--- config.mk ---
export PLATFORM = sky130hd
export DESIGN_NAME = dmem_arbiter
export DESIGN_NICKNAME = d
export VERILOG_FILES = /design/src/rtl/dmem_arbiter.sv
export SDC_FILE = /design/constraint.sdc
export NUM_CORES = 1
export LEC_CHECK = 0
export CORE_AREA = 3 3 115 117
export DETAILED_ROUTE_END_ITERATION = 8
export DIE_AREA = 0 0 118 120
export REMOVE_ABC_BUFFERS = 1
export SLEW_MARGIN = 30
export SYNTH_ARGS = -nofsm -noshare
export SYNTH_HDL_FRONTEND = slang
export SYNTH_SLANG_ARGS = --single-unit
--- constraint.sdc ---
create_clock -name clk -period 4.3 [get_ports clk]
set_input_delay 0.43 -clock clk [delete_from_list [all_inputs] [get_ports clk]]
set_output_delay 0.43 -clock clk [all_outputs]
set_load 0.005 [all_outputs]
--- src/rtl/dmem_arbiter.sv ---
// Two-requester arbiter sharing a single-port data memory between the CPU
// load/store port (r0) and the loader/debug port (r1), with locked bursts.
module dmem_arbiter #(
    parameter int unsigned DATA_W    = 32,
    parameter int unsigned ADDR_W    = 32,
    parameter int unsigned MAX_BURST = 8
) (
    input  logic              clk,
    input  logic              rst_n,
    input  logic              r0_req,
    input  logic              r0_lock,
    input  logic              r0_we,
    input  logic [ADDR_W-1:0] r0_addr,
    input  logic [DATA_W-1:0] r0_wdata,
    output logic              r0_gnt,
    output logic [DATA_W-1:0] r0_rdata,
    output logic              r0_rvalid,
    input  logic              r1_req,
    input  logic              r1_lock,
    input  logic              r1_we,
    input  logic [ADDR_W-1:0] r1_addr,
    input  logic [DATA_W-1:0] r1_wdata,
    output logic              r1_gnt,
    output logic [DATA_W-1:0] r1_rdata,
    output logic              r1_rvalid,
    output logic              mem_en,
    output logic              mem_we,
    output logic [ADDR_W-1:0] mem_addr,
    output logic [DATA_W-1:0] mem_wdata,
    input  logic [DATA_W-1:0] mem_rdata
);

    localparam int unsigned CNT_W    = 8;
    localparam logic [CNT_W-1:0] MAX_CNT = CNT_W'(MAX_BURST);
    localparam bit          BURST_EN = (MAX_BURST > 1);

    typedef enum logic [1:0] {
        IDLE = 2'd0,
        OWN0 = 2'd1,
        OWN1 = 2'd2
    } state_t;

    state_t           state_q, state_d;
    logic             last_q, last_d;
    logic [CNT_W-1:0] cnt_q, cnt_d;
    logic             rvalid0_q, rvalid1_q;
    logic             g0, g1;

    // State, pointer, counter and read-valid registers
    always_ff @(posedge clk or negedge rst_n) begin
        if (!rst_n) begin
            state_q   <= IDLE;
            last_q    <= 1'b1;
            cnt_q     <= '0;
            rvalid0_q <= 1'b0;
            rvalid1_q <= 1'b0;
        end else begin
            state_q   <= state_d;
            last_q    <= last_d;
            cnt_q     <= cnt_d;
            rvalid0_q <= r0_gnt & ~r0_we;
            rvalid1_q <= r1_gnt & ~r1_we;
        end
    end

    // Grant selection and next-state logic
    always_comb begin
        state_d = state_q;
        last_d  = last_q;
        cnt_d   = cnt_q;
        g0      = 1'b0;
        g1      = 1'b0;
        unique case (state_q)
            IDLE: begin
                // Tie goes to whichever requester was not granted last
                if (r0_req && (!r1_req || last_q)) begin
                    g0 = 1'b1;
                end else if (r1_req) begin
                    g1 = 1'b1;
                end
                if (g0 || g1) begin
                    last_d = g1;
                    if (BURST_EN && (g1 ? r1_lock : r0_lock)) begin
                        state_d = g1 ? OWN1 : OWN0;
                        cnt_d   = CNT_W'(1);
                    end
                end
            end
            OWN0: begin
                if (r0_req) begin
                    g0     = 1'b1;
                    last_d = 1'b0;
                    cnt_d  = cnt_q + CNT_W'(1);
                    if (!r0_lock || cnt_d >= MAX_CNT) begin
                        state_d = IDLE;
                        cnt_d   = '0;
                    end
                end else if (!r0_lock) begin
                    state_d = IDLE;
                    cnt_d   = '0;
                end
            end
            OWN1: begin
                if (r1_req) begin
                    g1     = 1'b1;
                    last_d = 1'b1;
                    cnt_d  = cnt_q + CNT_W'(1);
                    if (!r1_lock || cnt_d >= MAX_CNT) begin
                        state_d = IDLE;
                        cnt_d   = '0;
                    end
                end else if (!r1_lock) begin
                    state_d = IDLE;
                    cnt_d   = '0;
                end
            end
            default: begin
                state_d = IDLE;
                cnt_d   = '0;
            end
        endcase
    end

    // Grants and the memory port are forced quiet while reset is held
    always_comb begin
        r0_gnt    = g0 & rst_n;
        r1_gnt    = g1 & rst_n;
        mem_en    = r0_gnt | r1_gnt;
        mem_we    = 1'b0;
        mem_addr  = '0;
        mem_wdata = '0;
        if (r0_gnt) begin
            mem_we    = r0_we;
            mem_addr  = r0_addr;
            mem_wdata = r0_wdata;
        end else if (r1_gnt) begin
            mem_we    = r1_we;
            mem_addr  = r1_addr;
            mem_wdata = r1_wdata;
        end
    end

    assign r0_rvalid = rvalid0_q;
    assign r1_rvalid = rvalid1_q;
    assign r0_rdata  = rvalid0_q ? mem_rdata : '0;
    assign r1_rdata  = rvalid1_q ? mem_rdata : '0;

endmodule

=== Word-level counts from Yosys, hierarchy flattened ===
Index checks and enable logic that the tools add are counted.

* Reductions and logical operators: 13
* Multiplexer cells: 40
* Bitwise operators: 7
* Equality and inequality tests: 10
* Add/subtract/negate cells: 1
* Magnitude comparators: 1

{| class="wikitable"
|+ Operators with widths
! kind !! count
|-
| $mux 32 || 6
|-
| $mux 8 || 8
|-
| $pmux 8 s3 || 1
|-
| $mux 2 || 9
|-
| $mux 1 || 12
|-
| $ne 3x3->1 const B || 4
|-
| $add 8x1->8 const B || 1
|-
| $ge 8x4->1 const B || 1
|-
| $ne 2x2->1 const B || 4
|-
| $reduce_and 4->1 || 2
|-
| $pmux 2 s3 || 1
|-
| $reduce_and 6->1 || 1
|-
| $and 1x1->1 || 4
|-
| $logic_or 1x1->1 || 4
|-
| $pmux 1 s2 || 2
|-
| $logic_not 1->1 || 3
|-
| $pmux 1 s3 || 1
|-
| $reduce_bool 3->1 || 1
|-
| $eq 2x1->1 const B || 1
|-
| $eq 2x2->1 const B || 1
|-
| $logic_not 2->1 || 1
|-
| $not 1->1 || 2
|-
| $logic_and 1x1->1 || 1
|-
| $or 1x1->1 || 1
|}

* Register bits: 13
* Logic and storage cells: 77
* Input bits: 168

=== Logic depth before layout (Yosys ltp) ===
* Depth after elaboration: 9
* Mapped depth: 8
* Depth with buffers taken out: 7

=== Worst setup path before layout ===
OpenSTA, ideal clock, no wires.

* Kind: reg2out
* Start point: register state_q[0]
* End point: output port mem_addr[0]
* Arrival: 1.736 ns
* Setup slack: 2.134 ns
* Buffers on the path: 2
* Stages on the path, launching flop included: 9
* Path through: dfrtp_1 -> inv_1 -> ha_1 -> a21boi_0 -> o211a_1 -> o21a_1 -> buf_4 -> buf_4 -> a22o_1

* Longest elaborated chain between the ends: 5
* Elaborated cells between the ends (all ways): 9

{| class="wikitable"
|+ Ends and longest elaborated chain
! element !! line !! RTL
|-
| start, declared || 43 || <nowiki>state_t state_q, state_d;</nowiki>
|-
| start signal, assigned || 58 || <nowiki>state_q <= state_d;</nowiki>
|-
| $eq 2x2->1 / $logic_not 2->1 (equally long branches) || 73 || <nowiki>unique case (state_q)</nowiki>
|-
| $pmux 1 s2 * || 73 ||
|-
| $and 1x1->1 * || 127 || <nowiki>r1_gnt = g1 & rst_n;</nowiki>
|-
| net r1_gnt || 23 || <nowiki>output logic r1_gnt,</nowiki>
|-
| $mux 32 * || 136 || <nowiki>end else if (r1_gnt) begin</nowiki>
|-
| $mux 32 * || 132 || <nowiki>if (r0_gnt) begin</nowiki>
|-
| end, declared || 28 || <nowiki>output logic [ADDR_W-1:0] mem_addr,</nowiki>
|}

Mark *: on every way through the listed nets, which the timed path passes. The rest lies on a longest branch.

=== Worst setup path after layout ===
* Start point: register state_q[0]
* End point: output port mem_wdata[9]

* Longest elaborated chain between the ends: 5
* Elaborated cells between the ends (all ways): 9

{| class="wikitable"
|+ Ends and longest elaborated chain
! element !! line !! RTL
|-
| $eq 2x2->1 / $logic_not 2->1 (equally long branches) || 73 ||
|-
| $pmux 1 s2 || 73 ||
|-
| $and 1x1->1 || 127 ||
|-
| $mux 32 || 136 ||
|-
| $mux 32 * || 132 ||
|-
| end, declared || 29 || <nowiki>output logic [DATA_W-1:0] mem_wdata,</nowiki>
|}

Mark *: on every way between the ends. The rest lies on a longest branch, timed or not.

==> out/qor.csv <==
metric,value,unit
die_y,120,um
gp_routability_congestion,0.773,
muxShareOfSynthArea,2.70,%
outcome,completed,
setup_violations,0,
insertion_delay,0.23,ns
io_buffers,301,
grt_pass1_wl,17300,um
clock-skew-final,0.00160,ns
seq_area_frac_synth,17.2,%
endpoint_kind,primary output,
clkTransAtPathRegs,0.04,ns
dieArea,0.0142,mm^2
coreArea,0.0125,mm^2
clock_sinks,13,
relSlewSlack,46.7,%
setup_tns,0,ns
diodes,0,
synth-xor-area-share,0.461,%
final_antenna_net_count,0,
leakage,0.00198,uW
ctsResizeCount,0,
die_x,118,um
worst_slew_pin_slew,0.799,ns
antenna_found_initial,0,
root_buffer,clkbuf_16,
synth.distinct_cells,38,
cts_setup_buffers,0,
synth_top_family_by_area,compound AO/OA/AOI/OAI gates,
ir_drop,0.000113,V
path_class,flop to primary output,
hold_class,primary input to async pin,
intPower,883,uW
synth_ff_type,dfrtp_1,
drc,0,
drt_iter0_markers,81,
cp_slowest_stage_delay,0.52,ns
p_sw_share,33.4,%
fill_cells,1270,
grt_use_total,15.2,%
wl_per_cell,17.3,um
crit_fanout,64,
synth_adder_area_share,3.29,%
start_util,15.2,%
num-nets-final,694,
max-cap-violations,0,
synth_edf_count,0,
arrival,2.82,ns
postSynthCellCount,233,
final_cells,692,
cts_hold_buf,0,
rsz0062_at_grt,no,
cts_buffers,3,
fmax,308,MHz
ys_seq_elements,13,
yosys_warnings,0,
fp-row-count,41,
ctsHtreeMaxLevel,1,
p_switching,442,uW
cp_cell_sequence,inv_1 -> ha_1 -> a21boi_0 -> o211a_1 -> o21a_2 -> buf_12 -> a22o_1 -> clkdlybuf4s50_1,
dpl.cell_count,688,
synthArstFlopShare,100,%
dp_hpwl,9980,um
netlist_area,0.00190,mm^2
fin_crit,3.25,ns
place_area,0.00507,mm^2
drive_gt1_share,3.08,%
grt_pass1_vias,2985,
pwr-share-seq,13.6,%
ios,302,
clkPwrFrac,12.8,%
worstSetupStartpointType,flop,
area_growth_syn_to_layout,171,%
post-route-period-util,75.6,%
synth_compound_area_share,36.8,%
pwr-share-comb,73.6,%
grt_overflow_total,0,
slew_violations,0,
drt-vias-per-instance,4.38,
stdcell_area,0.00515,mm^2
hold_slack,0.424,ns
cp_slowest_cell,clkdlybuf4s50_1,
dr.pass1.iters,4,
crit_required,3.87,ns
tritoncts,built,
yosys.area_share.simple,32.7,%
cts_buffer_depth,2,
vias,3031,
syn_area_per_cell,8.15,um^2
p_per_area,257,mW/mm^2
hold_viol_final,0,
power,1320,uW
grt_max_degree,70,
drt_wl_total,12000,um
power groups by stage:
stage / Combinational (uW) / Sequential, uW / Clock, uW
detailed placement: 971 / 183 / 0
global route: 1050 / 186 / 183
global placement: 969 / 181 / 0
CTS: 984 / 181 / 174
floorplan: 379 / 171 / 0
finish: 975 / 181 / 169
metrics by stage:
stage          utilization (%)  setup slack [ns]
3_3_place_gp              40.7              1.16
5_1_grt                   41.3             0.794
4_1_cts                   41.3              1.01
2_1_floorplan                -             0.583
6_report                  41.3              1.05
3_5_place_dp              40.7              1.15
path summary, 6_finish.rpt:
check	start	endpoint	slack [ns]	cells past startpoint
max in group asynchronous	rst_n	last_q	3.38	2
min in group clk	cnt_q[1]	cnt_q[1]	0.50	2
setup reg to reg	state_q[0]	state_q[0]	2.26	7
hold reg to reg	cnt_q[1]	cnt_q[1]	0.50	2
setup / recovery	state_q[0]	mem_wdata[9]	1.05	8
hold / removal	rst_n	r1_rvalid	0.42	1
sequential cells by signal (all words and copies together) (netlist names):
register and count:
state_q 2, r0_rvalid 1, cnt_q 8, r1_rvalid 1, last_q 1
cell type report:
type                            instances  area, um^2  share of cell area, %
Multi-Input combinational cell        195        1450                   28.2
Timing Repair Buffer                  304        3060                   59.5
Sequential cell                        13         327                   6.35
Tap cell                              172         215                   4.18
Clock buffer                            4        78.8                   1.53
Inverter                                4        15.0                  0.292
routing by layer:
metal | wire [um] | up-vias | GRT usage [%]
met5 | 0 | - | 0
met4 | 263 | 0 | 4.03
met3 | 1070 | 16 | 4.29
met2 | 5730 | 200 | 25.8
met1 | 4910 | 1379 | 18.9
li1 | - | 1436 | -
layout by cell type, fill, tap and decap left out, types with 3 or more instances in the layout:
| master | Yosys | layout |
|---|---|---|
| clkdlybuf4s50_1 | 0 | 301 |
| and2_1 | 69 | 69 |
| a22o_1 | 64 | 64 |
| dfrtp_1 | 12 | 12 |
| nand2_1 | 9 | 9 |
| nand2b_1 | 6 | 6 |
| nand3_1 | 5 | 5 |
| ha_1 | 5 | 5 |
| a21oi_1 | 4 | 4 |
| mux2i_1 | 4 | 4 |
| inv_1 | 3 | 3 |
| o21ai_0 | 3 | 3 |
| clkbuf_16 | 0 | 3 |
cell families (layout without fill, tap and decap cells):
kind of cell	after synthesis	after routing
compound gates	83	83
fa+ha+maj	5	5
buf+inv	25	312
xor+xnor	1	1
mux	5	5
flops	13	13
simple gates	101	101
cells in the mapped netlist (2+ instances only):
cell / n / share of area [%]
ha_1: 5 / 3.3
nand2b_1: 6 / 2.0
a22oi_1: 2 / 0.79
o41ai_1: 2 / 0.92
nor2b_1: 2 / 0.66
a22o_1: 64 / 30
nand3_1: 5 / 1.3
mux2i_1: 4 / 2.1
o21ai_0: 3 / 0.79
a21oi_1: 4 / 1.1
dfrtp_1: 12 / 16
and2_1: 69 / 23
and3_1: 2 / 0.66
o21a_1: 2 / 0.79
nand2_1: 9 / 1.8
clkbuf_1: 11 / 2.2
buf_2: 2 / 0.53
inv_1: 3 / 0.59
buf_4: 7 / 2.8
critical path: cells and delay by family (launching register included):
| kind | cells | cell delay (ns) |
|---|---|---|
| adders and majority gates | 1 | 0.32 |
| DFF | 1 | 0.39 |
| AOI/OAI and AO/OA | 4 | 0.95 |
| buffers and inverters | 3 | 0.88 |
(Power assumes the default switching activity.)
